[src/rtl/ifu_fetch_queue.sv]
// Instruction fetch front end: owns the PC, issues in-order memory requests and
// buffers returned instructions for decode, with redirect flush and stale-response dropping.
module ifu_fetch_queue #(
    parameter int               XLEN     = 64,
    parameter int               ILEN     = 32,
    parameter logic [XLEN-1:0]  RESET_PC = 64'h0000_0000_8000_0000,
    parameter int               FQ_DEPTH = 2
) (
    input  logic            clk,
    input  logic            rst,
    output logic            imem_req_valid,
    input  logic            imem_req_ready,
    output logic [XLEN-1:0] imem_req_addr,
    input  logic            imem_rsp_valid,
    input  logic [ILEN-1:0] imem_rsp_data,
    input  logic            redirect_valid,
    input  logic [XLEN-1:0] redirect_pc,
    output logic            id_valid,
    input  logic            id_ready,
    output logic [ILEN-1:0] id_inst,
    output logic [XLEN-1:0] id_pc
);

    localparam int PW = (FQ_DEPTH > 1) ? $clog2(FQ_DEPTH) : 1;
    localparam int CW = PW + 1;
    localparam logic [ILEN-1:0] NOP_INST = ILEN'(32'h0000_0013);

    logic [XLEN-1:0] fetch_pc_reg;

    logic [XLEN-1:0] fq_pc_mem   [FQ_DEPTH];
    logic [ILEN-1:0] fq_inst_mem [FQ_DEPTH];
    logic [PW-1:0]   fq_rd_ptr_reg;
    logic [PW-1:0]   fq_wr_ptr_reg;
    logic [CW-1:0]   fq_cnt_reg;

    logic [XLEN-1:0] pf_mem [FQ_DEPTH];
    logic [PW-1:0]   pf_rd_ptr_reg;
    logic [PW-1:0]   pf_wr_ptr_reg;

    logic [CW-1:0]   osd_reg;
    logic [CW-1:0]   drop_cnt_reg;

    logic [CW:0]     credit_used;
    logic            req_fire;
    logic            rsp_fire;
    logic            rsp_keep;
    logic            id_fire;
    logic [XLEN-1:0] redirect_aligned;

    // Buffered entries plus in-flight requests may never exceed the queue depth,
    // so every response is guaranteed a slot.
    assign credit_used      = {1'b0, fq_cnt_reg} + {1'b0, osd_reg};
    assign imem_req_valid   = !rst && !redirect_valid && (credit_used < (CW+1)'(FQ_DEPTH));
    assign imem_req_addr    = fetch_pc_reg;
    assign req_fire         = imem_req_valid && imem_req_ready;

    // A response with nothing outstanding is a protocol error and is ignored.
    assign rsp_fire         = imem_rsp_valid && (osd_reg != '0);
    assign rsp_keep         = rsp_fire && (drop_cnt_reg == '0) && !redirect_valid;

    assign id_valid         = !rst && (fq_cnt_reg != '0);
    assign id_inst          = id_valid ? fq_inst_mem[fq_rd_ptr_reg] : NOP_INST;
    assign id_pc            = id_valid ? fq_pc_mem[fq_rd_ptr_reg] : '0;
    assign id_fire          = id_valid && id_ready && !redirect_valid;

    assign redirect_aligned = redirect_pc & ~XLEN'(3);

    always_ff @(posedge clk) begin
        if (rst) begin
            fetch_pc_reg  <= RESET_PC;
            fq_rd_ptr_reg <= '0;
            fq_wr_ptr_reg <= '0;
            fq_cnt_reg    <= '0;
            pf_rd_ptr_reg <= '0;
            pf_wr_ptr_reg <= '0;
            osd_reg       <= '0;
            drop_cnt_reg  <= '0;
        end else begin
            if (redirect_valid) begin
                fetch_pc_reg <= redirect_aligned;
            end else if (req_fire) begin
                fetch_pc_reg <= fetch_pc_reg + XLEN'(4);
            end

            // The in-flight PC FIFO survives redirects: dropped responses still pop it.
            if (req_fire) begin
                pf_wr_ptr_reg <= pf_wr_ptr_reg + PW'(1);
            end
            if (rsp_fire) begin
                pf_rd_ptr_reg <= pf_rd_ptr_reg + PW'(1);
            end
            osd_reg <= osd_reg + CW'(req_fire) - CW'(rsp_fire);

            if (redirect_valid) begin
                drop_cnt_reg <= osd_reg - CW'(rsp_fire);
            end else if (rsp_fire && (drop_cnt_reg != '0)) begin
                drop_cnt_reg <= drop_cnt_reg - CW'(1);
            end

            if (redirect_valid) begin
                fq_rd_ptr_reg <= '0;
                fq_wr_ptr_reg <= '0;
                fq_cnt_reg    <= '0;
            end else begin
                if (rsp_keep) begin
                    fq_wr_ptr_reg <= fq_wr_ptr_reg + PW'(1);
                end
                if (id_fire) begin
                    fq_rd_ptr_reg <= fq_rd_ptr_reg + PW'(1);
                end
                fq_cnt_reg <= fq_cnt_reg + CW'(rsp_keep) - CW'(id_fire);
            end
        end
    end

    always_ff @(posedge clk) begin
        if (rsp_keep) begin
            fq_pc_mem[fq_wr_ptr_reg]   <= pf_mem[pf_rd_ptr_reg];
            fq_inst_mem[fq_wr_ptr_reg] <= imem_rsp_data;
        end
        if (req_fire) begin
            pf_mem[pf_wr_ptr_reg] <= fetch_pc_reg;
        end
    end

    always_ff @(posedge clk) begin
        if (!rst && imem_rsp_valid) begin
            assert (osd_reg != '0);
        end
    end

endmodule

[config.mk]
export PLATFORM = sky130hd
export DESIGN_NAME = ifu_fetch_queue
export DESIGN_NICKNAME = d
export VERILOG_FILES = /design/src/rtl/ifu_fetch_queue.sv
export SDC_FILE = /design/constraint.sdc
export NUM_CORES = 1
export LEC_CHECK = 0
export BUFFER_PORTS_ARGS = -buffer_cell sky130_fd_sc_hd__buf_2
export CORE_ASPECT_RATIO = 1.2
export CORE_MARGIN = 2
export CORE_UTILIZATION = 35
export CTS_BUF_LIST = sky130_fd_sc_hd__clkbuf_2 sky130_fd_sc_hd__clkbuf_4 sky130_fd_sc_hd__clkbuf_8
export DETAILED_ROUTE_END_ITERATION = 7
export PLACE_DENSITY = 0.56
export SLEW_MARGIN = 20
export SYNTH_ARGS = -nofsm -noshare
export SYNTH_HDL_FRONTEND = slang
export SYNTH_SLANG_ARGS = --single-unit
[constraint.sdc]
create_clock -name clk -period 6.9 [get_ports clk]
set_clock_uncertainty 0.15 [all_clocks]
set_input_delay 1.38 -clock clk [delete_from_list [all_inputs] [get_ports clk]]
set_output_delay 1.38 -clock clk [all_outputs]
set_load 0.05 [all_outputs]
==> results by group, run 1 <==
Clocking
  • CTS Hold Bufs: 0
  • CTS tree: yes
  • Number of gates resized after cts: 0
  • Clock latency at the later pin of the worst-skew pair: 0.62 ns
  • Clk sinks: 386
  • Total CTS buffers: 59
  • Largest buffer count on any clock path: 3
  • CTS root buffer: clkbuf_8
  • Clock slew at reported path FFs: 0.06 ns
  • # Post-CTS Setup Buffers: 0
  • H-tree levels: 2

GRT
  • Total grt overflow: 0
  • GRT Overall Usage: 17.6%
  • Vias in the first global route: 10300
  • Largest net degree at the start of global routing: 77
  • First-pass GRT wire length: 62400 um
  • Initial antenna violation count: 2

Yosys
  • Post-synth top area share: 58.6%
  • Count leader, synth: edfxtp_1
  • Synth Warn #: 0
  • Async set-reset flop share out of synthesis: 0%
  • Yosys top cell by area: edfxtp_1
  • Synth unique cells: 63
  • Area contributors post-synth: edfxtp_1 59%, dfxtp_1 9.3%, mux2i_1 6.1%, mux2_2 4.4%, nor2_1 3.8%
  • Synth top cells by count: 312 x edfxtp_1, 161 x nor2_1, 97 x mux2i_1
  • Yosys reg bits: 386
  • Cells after synthesis: 1168
  • Seq/Total Area, Yosys: 67.8%
  • Number of synthesized flops with an enable pin: 312
  • Syn_area_per_cell: 13.7 um^2
  • Synth Flop Type: edfxtp_1
  • Mapped Area: 16000 um^2

Critical path
  • Worst setup SP type: primary input
  • CP startpoint: rst
  • CP max-delay cell: or2_4
  • Crit path cell chain: buf_2, or2_4, buf_4, nor2_1, buf_2
  • Max incr delay on CP: 0.62 ns
  • Setup CP Type: primary input to primary output
  • Reg-to-Reg End: pf_mem[0][6]
  • Arrival time worst endpoint: 3.00 ns
  • Worst reg2reg startpoint: fq_cnt_reg[0]
  • Delay-heaviest family, CP: buffers and inverters
  • Highest fanout seen on the critical path: 60
  • Worst EP required: 5.37 ns
  • CP Capture Type: primary output
  • CP Buf/Inv Count: 3
  • R2R depth: 9
  • R2R Setup Slk: 2.97 ns
  • Most frequent CP cell: buf_2

Layout
  • Fin area: 19200 um^2
  • Share of cells above drive strength 1: 30.8%
  • Syn-to-layout area delta: 20.1%
  • Top flop regs: fq_pc_mem (124), pf_mem (124), fq_inst_mem (64)
  • Fill cells: 4221
  • Fin nets: 1552

Route
  • Uppermost layer routed: met4
  • Met1 Wirelength: 17900 um
  • Routed len/inst: 20.4 um
  • Detailed Route WL: 42800 um
  • ANT nets after route: 0
  • Met2 Wirelength: 21300 um
  • DRC: 0
  • Via count: 10500
  • Met3 wire len: 2310 um
  • Vias per cell: 5.02
  • Number of detailed-route iterations in the first pass: 5
  • Initial DRC Count: 630

Floorplanning
  • Top Ports: 264
  • Core Footprint: 45000 um^2
  • Die Width: 199 um
  • Initial Util: 35.6%
  • DIE AREA: 47400 um^2
  • Row count: 85
  • Die height: 238 um

STA
  • Worst slew pin tran: 1.03 ns
  • Max_slew headroom: 31.1%
  • Final Hold Fails: 0
  • RSZ-0062 raised after global routing: no
  • Final setup TNS: 0 ns
  • Period utilization: 65.7%
  • Max Clk Rate: 221 MHz
  • Final setup vio count: 0
  • Crit path time final: 4.53 ns
  • Slew Limit Fails: 0

Placed design
  • Placed Area: 18000 um^2
  • PortBufs: 257
  • DPL Wire Length: 28200 um
  • Routability cong.: 0.789

Hold path
  • Hold Startpoint: pf_rd_ptr_reg
  • Worst Hold Class: flip-flop to flip-flop
  • Worst Hold Depth: 2

Flow run
  • Max-cap violations: 0

Power
  • Maximum VDD drop: 127 uV
  • Pwr Density: 285 nW/um^2
  • Pleak: 6.86 nW

Outcome
  • Status: finished, final reports clean
per-layer routing:
metal	global-route usage, %	up-vias
li1	-	4984
met1	22.3	5198
met2	30.4	286
met3	2.78	80
met4	6.49	0
met5	0	-
report_power, final:
part | switching [W] | leakage (nW) | internal, W | total, W
logic | 0.000409 | 2.76 | 0.000246 | 0.000655
clock network | 0.000894 | 0.647 | 0.00107 | 0.00196
registers | 0.000153 | 3.46 | 0.00271 | 0.00286
worst max path at each step:
stage                   endpoint  slack, ns  cells after the start
5_1_grt                id_pc[34]       2.24                      5
2_1_floorplan  fq_inst_mem[0][0]       0.39                      5
3_3_place_gp        pf_mem[0][9]       2.09                      8
4_1_cts              id_inst[12]       2.30                      5
6_report             id_inst[12]       2.37                      5
3_5_place_dp       pf_mem[0][11]       2.09                      8
layout make-up:
type	count	area, um^2	area share (%)
clock inverter	28	210	1.09
sequential	386	10900	56.5
timing repair buffer	274	1430	7.43
clock buffer	82	1020	5.29
tap	609	762	3.97
multi-input combinational	701	4860	25.3
inverter	20	75.1	0.391
antenna	2	5.00	0.0261
placed cells by master (no fill, tap or decap), types with 3 or more instances in the layout:
cell,count
clkbuf_8,64
dfxtp_1,72
and3_1,17
nand4_2,3
ha_1,7
a31oi_1,10
and4_1,4
clkbuf_4,18
a311oi_1,15
nand4_1,33
nor2_1,159
o211ai_1,3
nand3_1,31
or2_2,4
buf_2,257
nand2_1,49
clkinv_1,13
xor2_1,21
nor3b_1,3
nor3_1,10
inv_1,19
or4_1,6
nor4_1,12
a211oi_1,19
o21ai_0,24
xnor2_1,12
o31a_1,7
nor4b_1,3
buf_4,16
edfxtp_1,312
or3_1,19
a21oi_1,14
mux2i_1,97
clkinv_2,9
mux2_2,62
conb_1,4
bufinv_16,3
and2_1,8
per-stage QoR:
step           worst slack (ns)  utilization, %  power (W)  std cells  hold slack, ns
6_report                   2.37            42.7    0.00548       2102           0.355
5_1_grt                    2.24            42.7    0.00571       2102           0.401
4_1_cts                    2.30            42.7    0.00555       2100           0.360
3_5_place_dp               2.09            40.0    0.00358       1990           0.339
3_3_place_gp               2.09            40.0    0.00356       1990           0.333
2_1_floorplan             0.390               -    0.00335       1171           0.322
cells by family after synthesis:
kind of cell	after synthesis	synth area share [%]
flops	386	67.8
simple gates	384	12.1
mux	159	10.4
compound gates	113	4.99
buf+inv	84	2.10
xor+xnor	33	1.81
fa+ha+maj	8	0.673
other cells	1	0.0234
worst min-delay path, cell delays in order, from the launching register on:
cell	delay, ns
dfxtp_1	0.32
xor2_1	0.08
nor2_1	0.07
Note: power is estimated with default switching activity, not from simulation.
==> inputs of run 2 (changes only) <==
- ABC_AREA: not set -> 1
- clock period: 6.9 -> 4.1 ns (I/O delays scaled with it)
==> run 2 against run 1 <==
- setup slack lost 1.8 ns
- count of clock-buffer cells in the layout decreased by 3
- synthesized cell count up 34%
- highest routed layer unchanged
- routed wire length increased by 12%
- largest power group unchanged
- hold slack worse by 0.15 ns
- flip-flop and latch count unchanged
- global-route usage is 0.92 points higher
==> results by group, run 2 <==
STA
  • Crit path time final: 3.53 ns
  • Final Hold Slack: 0.201 ns
  • Slew Limit Fails: 0
  • Max_slew headroom: 55.7%
  • Final setup vio count: 0
  • Final setup TNS: 0 ns
  • RSZ-0062 raised after global routing: no
  • Worst slew pin tran: 0.663 ns
  • Period utilization: 86.1%
  • Final Hold Fails: 0
  • Max Clk Rate: 283 MHz

Yosys
  • Async set-reset flop share out of synthesis: 0%
  • Mapped Area: 17200 um^2
  • Count leader, synth: nand2_1
  • Yosys top cell by area: edfxtp_1
  • Synth Flop Type: edfxtp_1
  • Area contributors post-synth: edfxtp_1 54%, mux2_2 10%, dfxtp_1 8.6%, nand2_1 7.8%, inv_1 4.6%
  • Syn_area_per_cell: 11.0 um^2
  • Cells after synthesis: 1566
  • Synth top cells by count: 359 x nand2_1, 312 x edfxtp_1, 211 x inv_1
  • Synth Warn #: 0
  • Post-synth top area share: 54.4%
  • Yosys reg bits: 386
  • Synth unique cells: 37
  • Seq/Total Area, Yosys: 63.0%
  • Number of synthesized flops with an enable pin: 312

Route
  • Number of detailed-route iterations in the first pass: 7
  • Via count: 12100
  • Initial DRC Count: 635
  • DRC: 0
  • Routed len/inst: 18.8 um
  • ANT nets after route: 0
  • Detailed Route WL: 47900 um
  • Vias per cell: 4.76

Clocking
  • H-tree levels: 2
  • Largest buffer count on any clock path: 3
  • Clock latency at the later pin of the worst-skew pair: 0.66 ns
  • CTS Hold Bufs: 0
  • CTS tree: yes
  • # Post-CTS Setup Buffers: 0
  • Number of gates resized after cts: 0
  • Total CTS buffers: 61
  • Clock slew at reported path FFs: 0.06 ns
  • Clk sinks: 386
  • CTS root buffer: clkbuf_8

Critical path
  • Arrival time worst endpoint: 2.56 ns
  • Worst setup SP type: flip-flop
  • CP max-delay cell: dfxtp_4
  • Max incr delay on CP: 0.74 ns
  • Worst EP required: 3.13 ns
  • Crit path cell chain: buf_4, mux2_2, nand2_1, inv_1, buf_2
  • Setup CP Type: flip-flop to primary output
  • CP Capture Type: primary output
  • Highest fanout seen on the critical path: 41
  • R2R depth: 9

Layout
  • Share of cells above drive strength 1: 30.5%
  • Syn-to-layout area delta: 19.0%
  • Fin nets: 1962
  • Final Core Density: 42.0%
  • Commonest cells after routing, fill and taps aside: 359 x nand2_1, 312 x edfxtp_1, 257 x buf_2, 211 x inv_1, 153 x mux2_2
  • Fin area: 20500 um^2
  • Commonest non-fill, non-tap cell in the layout: nand2_1
  • Top flop regs: fq_pc_mem (124), pf_mem (124), fq_inst_mem (64)
  • Fill cells: 4722

Power
  • Pleak: 8.35 nW
  • Maximum VDD drop: 231 uV
  • Pwr Density: 437 nW/um^2
  • Tot Pwr: 0.00897 W

GRT
  • GRT Overall Usage: 18.6%
  • Initial antenna violation count: 3
  • First-pass GRT wire length: 70500 um
  • Largest net degree at the start of global routing: 59
  • Vias in the first global route: 12000
  • Total grt overflow: 0

Floorplanning
  • Initial Util: 35.3%
  • Core Footprint: 48900 um^2
  • Die Width: 207 um
  • Row count: 89
  • Die height: 247 um
  • Top Ports: 264
  • DIE AREA: 51000 um^2

Placed design
  • Routability cong.: 0.890
  • DPL Wire Length: 32700 um
  • Placed Area: 19300 um^2
  • PortBufs: 257

Hold path
  • Worst Hold Depth: 1
  • Worst Hold Class: primary input to flip-flop

Flow run
  • Max-cap violations: 0

Outcome
  • Status: finished, final reports clean
==> run 2: per-stage QoR <==
step,setup WS (ns),instances
2_1_floorplan,-0.800,1569
3_3_place_gp,0.796,2426
3_5_place_dp,0.793,2426
4_1_cts,0.464,2539
5_1_grt,0.385,2541
6_report,0.569,2542
==> run 2: final timing paths <==
kind	from	to	slack, ns
worst min-delay path	imem_rsp_data[20]	fq_inst_mem[1][20]	0.20
worst min register to register	pf_rd_ptr_reg	flip-flop	0.30
worst max register to register	osd_reg[0]	pf_mem[0][15]	1.18
worst max-delay path	flip-flop	id_pc[31]	0.57
==> run 2: cell families after synthesis <==
family | Yosys count | synth area share [%]
buf+inv | 275 | 6.39
mux | 153 | 10.0
other cells | 1 | 0.0218
flops | 386 | 63.0
compound gates | 144 | 4.42
simple gates | 576 | 14.4
fa+ha+maj | 8 | 0.624
xor+xnor | 23 | 1.17
==> run 2: worst max-delay path, delay by kind of cell (launching register included) <==
kind | cells | cell delay, ns
flip-flops | 1 | 0.74
AND/OR/NAND/NOR | 1 | 0.05
buffers and inverters | 3 | 0.67
multiplexers | 1 | 0.38
==> run 2: area by class of cell <==
| class | count | area (um^2) | area share [%] |
|---|---|---|---|
| Antenna cell | 3 | 7.51 | 0.0366 |
| Clock buffer | 79 | 993 | 4.84 |
| Clock inverter | 34 | 184 | 0.896 |
| Inverter | 218 | 818 | 3.99 |
| Multi-Input combinational cell | 908 | 5340 | 26.0 |
| Sequential cell | 386 | 10900 | 52.9 |
| Tap cell | 637 | 797 | 3.88 |
| Timing Repair Buffer | 277 | 1520 | 7.43 |
==> run 2: report_power, final <==
part | switching [W] | total [W] | internal, W
registers | 0.000172 | 0.00468 | 0.00451
logic | 0.000701 | 0.00110 | 0.000394
clock network | 0.00155 | 0.00319 | 0.00165
==> run 2: layer usage <==
| metal | wire, um | global-route usage (%) |
|---|---|---|
| met4 | 1380 | 6.72 |
| met1 | 20800 | 23.4 |
| met3 | 2390 | 3.64 |
| met5 | 0 | 0 |
| met2 | 23300 | 31.4 |
